**src/rtl/cpu6502_key_cond.sv**
```systemverilog
// Push-button conditioner for the 6502 core: sync, debounce, CPU reset sequencing, NMI shaping.
// Optional single-step clock enable is built when KEY_COND_STEP_EN is defined.
module cpu6502_key_cond #(
  parameter int DEBOUNCE_CYCLES = 50000,
  parameter int RESET_HOLD      = 8,
  parameter int NMI_WIDTH       = 2
) (
  input  logic       CLK,
  input  logic       RESET,
  input  logic [3:0] KEY_N,
  output logic       cpu_reset,
  output logic       nmi_out,
  output logic [3:0] key_level,
  output logic [3:0] key_press,
  output logic       cpu_ce
);

  localparam int DB_W = ($clog2(DEBOUNCE_CYCLES) < 1) ? 1 : $clog2(DEBOUNCE_CYCLES);
  localparam int RH_W = ($clog2(RESET_HOLD) < 1) ? 1 : $clog2(RESET_HOLD);
  localparam int NM_W = ($clog2(NMI_WIDTH) < 1) ? 1 : $clog2(NMI_WIDTH);

  localparam logic [DB_W-1:0] DB_LAST = DB_W'(DEBOUNCE_CYCLES - 1);
  localparam logic [RH_W-1:0] RH_LAST = RH_W'(RESET_HOLD - 1);
  localparam logic [NM_W-1:0] NM_LAST = NM_W'(NMI_WIDTH - 1);

  typedef enum logic [1:0] {
    ST_HOLD,
    ST_RUN,
    ST_PRESSED
  } state_t;

  logic [3:0]            r_sync1;
  logic [3:0]            r_sync2;
  logic [3:0]            w_synced;
  logic [3:0][DB_W-1:0]  r_db_cnt;
  logic [3:0][DB_W-1:0]  w_db_cnt_next;
  logic [3:0]            r_key_level;
  logic [3:0]            w_level_next;
  logic [3:0]            r_key_press;

  state_t                r_state;
  state_t                w_state_next;
  logic [RH_W-1:0]       r_hold_cnt;
  logic [RH_W-1:0]       w_hold_cnt_next;

  logic                  r_nmi;
  logic [NM_W-1:0]       r_nmi_cnt;
  logic                  w_nmi_trig;
  logic                  r_cpu_reset;
  logic                  r_cpu_ce;

  // Synchronisers idle at the released (high) level so nothing looks pressed out of reset.
  always_ff @(posedge CLK or posedge RESET) begin
    if (RESET) begin
      r_sync1 <= '1;
      r_sync2 <= '1;
    end else begin
      // NOTE: non-blocking assignments keep r_sync2 taking the old r_sync1, giving two real stages.
      r_sync1 <= KEY_N;
      r_sync2 <= r_sync1;
    end
  end

  assign w_synced = ~r_sync2;

  // A key level is accepted only after DEBOUNCE_CYCLES consecutive disagreeing samples.
  always_comb begin
    // NOTE: every always_comb output gets a default first, so no path can infer a latch.
    w_level_next  = r_key_level;
    w_db_cnt_next = '0;
    for (int i = 0; i < 4; i++) begin
      if (w_synced[i] != r_key_level[i]) begin
        if (r_db_cnt[i] == DB_LAST) begin
          w_level_next[i] = w_synced[i];
        end else begin
          w_db_cnt_next[i] = r_db_cnt[i] + 1'b1;
        end
      end
    end
  end

  always_ff @(posedge CLK or posedge RESET) begin
    if (RESET) begin
      r_db_cnt    <= '0;
      r_key_level <= '0;
      r_key_press <= '0;
    end else begin
      r_db_cnt    <= w_db_cnt_next;
      r_key_level <= w_level_next;
      r_key_press <= w_level_next & ~r_key_level;
    end
  end

  // The FSM reacts to the level being accepted this edge, so cpu_reset tracks key_level exactly.
  always_comb begin
    w_state_next    = r_state;
    w_hold_cnt_next = '0;
    case (r_state)
      ST_HOLD: begin
        if (w_level_next[0]) begin
          w_state_next = ST_PRESSED;
        end else if (r_hold_cnt == RH_LAST) begin
          w_state_next = ST_RUN;
        end else begin
          w_hold_cnt_next = r_hold_cnt + 1'b1;
        end
      end
      ST_RUN: begin
        if (w_level_next[0]) w_state_next = ST_PRESSED;
      end
      ST_PRESSED: begin
        if (!w_level_next[0]) w_state_next = ST_HOLD;
      end
      default: w_state_next = ST_HOLD;
    endcase
  end

  always_ff @(posedge CLK or posedge RESET) begin
    if (RESET) begin
      r_state     <= ST_HOLD;
      r_hold_cnt  <= '0;
      r_cpu_reset <= 1'b1;
    end else begin
      r_state     <= w_state_next;
      r_hold_cnt  <= w_hold_cnt_next;
      r_cpu_reset <= (w_state_next != ST_RUN);
    end
  end

  assign w_nmi_trig = (r_state == ST_RUN) && (w_state_next == ST_RUN) &&
                      r_key_press[1] && !r_nmi;

  // Leaving RUN kills any NMI in flight; a press during a pulse is dropped, not queued.
  always_ff @(posedge CLK or posedge RESET) begin
    if (RESET) begin
      r_nmi     <= 1'b0;
      r_nmi_cnt <= '0;
    end else if (w_state_next != ST_RUN) begin
      r_nmi     <= 1'b0;
      r_nmi_cnt <= '0;
    end else if (r_nmi) begin
      if (r_nmi_cnt == NM_LAST) begin
        r_nmi     <= 1'b0;
        r_nmi_cnt <= '0;
      end else begin
        r_nmi_cnt <= r_nmi_cnt + 1'b1;
      end
    end else if (w_nmi_trig) begin
      r_nmi     <= 1'b1;
      r_nmi_cnt <= '0;
    end
  end

  always_ff @(posedge CLK or posedge RESET) begin
    if (RESET) begin
      r_cpu_ce <= 1'b0;
    end else begin
`ifdef KEY_COND_STEP_EN
      r_cpu_ce <= (w_state_next != ST_RUN) || ((r_state == ST_RUN) && r_key_press[3]);
`else
      r_cpu_ce <= 1'b1;
`endif
    end
  end

  assign cpu_reset = r_cpu_reset;
  assign nmi_out   = r_nmi;
  assign key_level = r_key_level;
  assign key_press = r_key_press;
  assign cpu_ce    = r_cpu_ce;

endmodule

```
**config.mk**
```make
export PLATFORM = sky130hd
export DESIGN_NAME = cpu6502_key_cond
export DESIGN_NICKNAME = d
export VERILOG_FILES = /design/src/rtl/cpu6502_key_cond.sv
export SDC_FILE = /design/constraint.sdc
export NUM_CORES = 1
export LEC_CHECK = 0
export CORE_ASPECT_RATIO = 0.8
export CORE_UTILIZATION = 40
export CTS_CLUSTER_SIZE = 10
export DETAILED_ROUTE_END_ITERATION = 10
export PLACE_DENSITY = 0.66
export SETUP_SLACK_MARGIN = 0.05
export SLEW_MARGIN = 20
export SYNTH_ARGS = -nofsm -noshare
export SYNTH_HDL_FRONTEND = slang
export SYNTH_SLANG_ARGS = --single-unit
```
**constraint.sdc**
```tcl
create_clock -name CLK -period 3.7 [get_ports CLK]
set_input_delay 1.11 -clock CLK [delete_from_list [all_inputs] [get_ports CLK]]
set_output_delay 1.11 -clock CLK [all_outputs]
set_load 0.03 [all_outputs]
```
==> reports/results.ini <==
[synth]
yosysWarningCount=0
syn_area_per_cell_um2=10.6
synth.cell_area_mm2=0.00399
yosysUniqueCellTypes=38
synthCells=378
synth.net_count=390
yosysSeqAreaShare_pct=56.1
synth-seq-cells=89

[cts]
htree_levels=3
clk_path_buf_depth=2
clk_pin_slew_ns=0.06
clockRootBuffer=clkbuf_16
ctsResizeCount=0
post_cts_buffers=0
cts_tree=yes
cts_made_buffers=9
hold_buffers=0
clk_latency_ns=0.33
cts_sinks=89

[placement]
dp_slack_ns=1.37
io_buffers=16
place_area_mm2=0.00432
finalWeightedCongestion=0.790
dp.final_hpwl_um=4860

[detailed_routing]
first_iter_violations=205
drcViolationCount=0
vias_per_cell=5.02
avgRoutedWirePerCell_um=13.5
firstDrtPassIters=4
routed_wl_um=7310
vias=2713
postRouteAntennaNets=0

[setup_path]
critPathArrivalTime_ns=1.50
crit_type=register to primary output
crit_family=buffers and inverters
required_ns=2.59
r2r_cells=4
cpMaxStageDelayCell=clkdlybuf4s50_1
worstSetupPathDepth=1
critPathMaxFanout=1
slowest_delay_ns=0.66
critPathLaunchType=register
crit_path_end_kind=primary output
critPathBufInv=1
crit_chain=clkdlybuf4s50_1

[sta]
setup_viol=0
tightest_slew_ns=0.652
drv_slew=0
relSlewSlack_pct=56.5
fin_ws_ns=1.09
rsz0062_at_grt=false
whs_ns=0.358
hold_viol=0
max_freq_ghz=0.383
fin_skew_ns=0.00594
tns_ns=0
period_minus_slack_ns=2.61
fin_crit_sh_pct=70.5

[grt]
gr-total-overflow=0
grt_use_met2_pct=23.8
grt_pass1_vias=2675
grt-busiest-layer=met2
met3_usage_pct=4.94
grt_util_met1_pct=21.3
antenna_found_initial=0
grt_max_degree=54
track_usage_pct=15.7
grt_pass1_wl_um=12800

[layout]
seqCellArea_mm2=0.00224
diodes=0
finalNetCount=412
area_delta_synth_final_pct=16.3
fin_area_mm2=0.00464
multi_input_area_mm2=0.00168
fill_cells=912
layout-drive-gt1-share_pct=7.67

[die]
initial_core_util_pct=41.2
rows=32
die_w_um=114
dieArea_mm2=0.0104
die_h_um=91.4
io_pins=17
coreArea_mm2=0.00969

[run]
cap_violations=0

[pwr]
power_density_mw_per_mm2=441
power.leakage_nw=1.91
vdd_drop_max_uv=233

[worst_hold_path]
whs_path_depth=0
worst_hold_path_type=register to register

[run_status]
outcome=finished, final reports clean

==> Yosys cell counts <==
master | count | area (µm²)
or4_1 | 1 | 7.51
nor4_1 | 13 | 81.3
a21boi_2 | 1 | 11.3
and4_1 | 3 | 26.3
xnor2_1 | 38 | 333
nor2b_1 | 1 | 6.26
xor2_1 | 17 | 149
nor2_1 | 68 | 255
or4b_1 | 1 | 10.0
a31o_2 | 1 | 8.76
nor4b_1 | 6 | 52.6
inv_1 | 14 | 52.6
nor3_1 | 16 | 80.1
o21ai_0 | 6 | 30.0
nand4_1 | 15 | 93.8
mux2i_4 | 1 | 22.5
or3_1 | 2 | 12.5
a21o_1 | 1 | 7.51
ha_1 | 6 | 75.1
clkbuf_1 | 5 | 18.8
a21oi_1 | 4 | 20.0
or4bb_1 | 2 | 22.5
or2_2 | 1 | 6.26
dfrtp_1 | 80 | 2000
a31oi_1 | 1 | 6.26
o21ba_2 | 1 | 10.0
and3_1 | 11 | 68.8
o31ai_1 | 1 | 7.51
or4_4 | 1 | 11.3
and4b_1 | 1 | 10.0
nand2_1 | 18 | 67.6
nand2b_1 | 2 | 12.5
dfstp_2 | 9 | 236
nor4bb_1 | 5 | 50.1
nand3_1 | 22 | 110
buf_2 | 1 | 5.00
and3b_1 | 1 | 8.76
conb_1 | 1 | 3.75
==> per-stage QoR <==
stage / instances / total power, mW / utilization [%]
global route: 540 / 2.12 / 47.9
floorplan: 378 / 1.06 / -
finish: 540 / 2.05 / 47.9
detailed placement: 525 / 1.09 / 44.6
CTS: 540 / 2.07 / 47.9
global placement: 525 / 1.08 / 44.6
==> registers in the layout, indices dropped and copies added, names as in the netlist, 2 cells and up <==
| register | count |
|---|---|
| key_press | 4 |
| r_hold_cnt | 3 |
| key_level | 4 |
| r_sync2 | 4 |
| r_sync1 | 4 |
| r_state | 2 |
| r_db_cnt | 64 |
==> cell families (layout without fill, tap and decap cells) <==
logic type      count (synthesis)  count (layout)  share of synthesized area [%]
compound gates                 16              16                           2.54
xor+xnor                       55              55                           12.1
fa+ha+maj                       6               6                           1.88
buf+inv                        20              46                           1.91
flops                          89              89                           56.1
mux                             1               1                          0.564
other cells                     1               1                         0.0939
simple gates                  190             190                           24.9
==> where the power goes <==
group | internal, mW | total, mW | switching, mW
clock | 0.624 | 0.983 | 0.359
combinational | 0.0200 | 0.0597 | 0.0397
sequential | 0.993 | 1.01 | 0.0137
==> layout make-up <==
| type | instances | share of cell area [%] |
|---|---|---|
| multi-input cells | 269 | 36.1 |
| clock inverters | 3 | 1.40 |
| clock buffers | 12 | 5.53 |
| flip-flops and latches | 89 | 48.2 |
| repair buffers | 17 | 3.88 |
| inverters | 14 | 1.16 |
| well taps | 136 | 3.67 |
==> final timing paths <==
check,slack [ns],end,startpoint
max,1.09,cpu_reset,cpu_reset
min,0.36,r_sync2[3],r_sync1[3]
max reg2reg,1.49,r_db_cnt[15],r_db_cnt[7]
min reg2reg,0.36,r_sync2[3],r_sync1[3]
max in group asynchronous,1.78,r_sync2[3],RESET
min in group asynchronous,1.18,r_db_cnt[41],RESET
==> per-layer routing <==
metal	share of wire, %	vias to the layer above
li1	-	1349
met1	51	1320
met2	45	39
met3	3.4	5
met4	0.68	0
met5	0	-
==> placed cells by master (no fill, tap or decap), types with 11 or more instances in the layout <==
cell and n:
nand2_1 18, xor2_1 17, nor3_1 16, nor2_1 68, nand3_1 22, dfrtp_1 80
inv_1 13, clkdlybuf4s50_1 16, xnor2_1 38, nand4_1 15, and3_1 11, nor4_1 13
No activity file was read; power rests on OpenSTA's default activity.
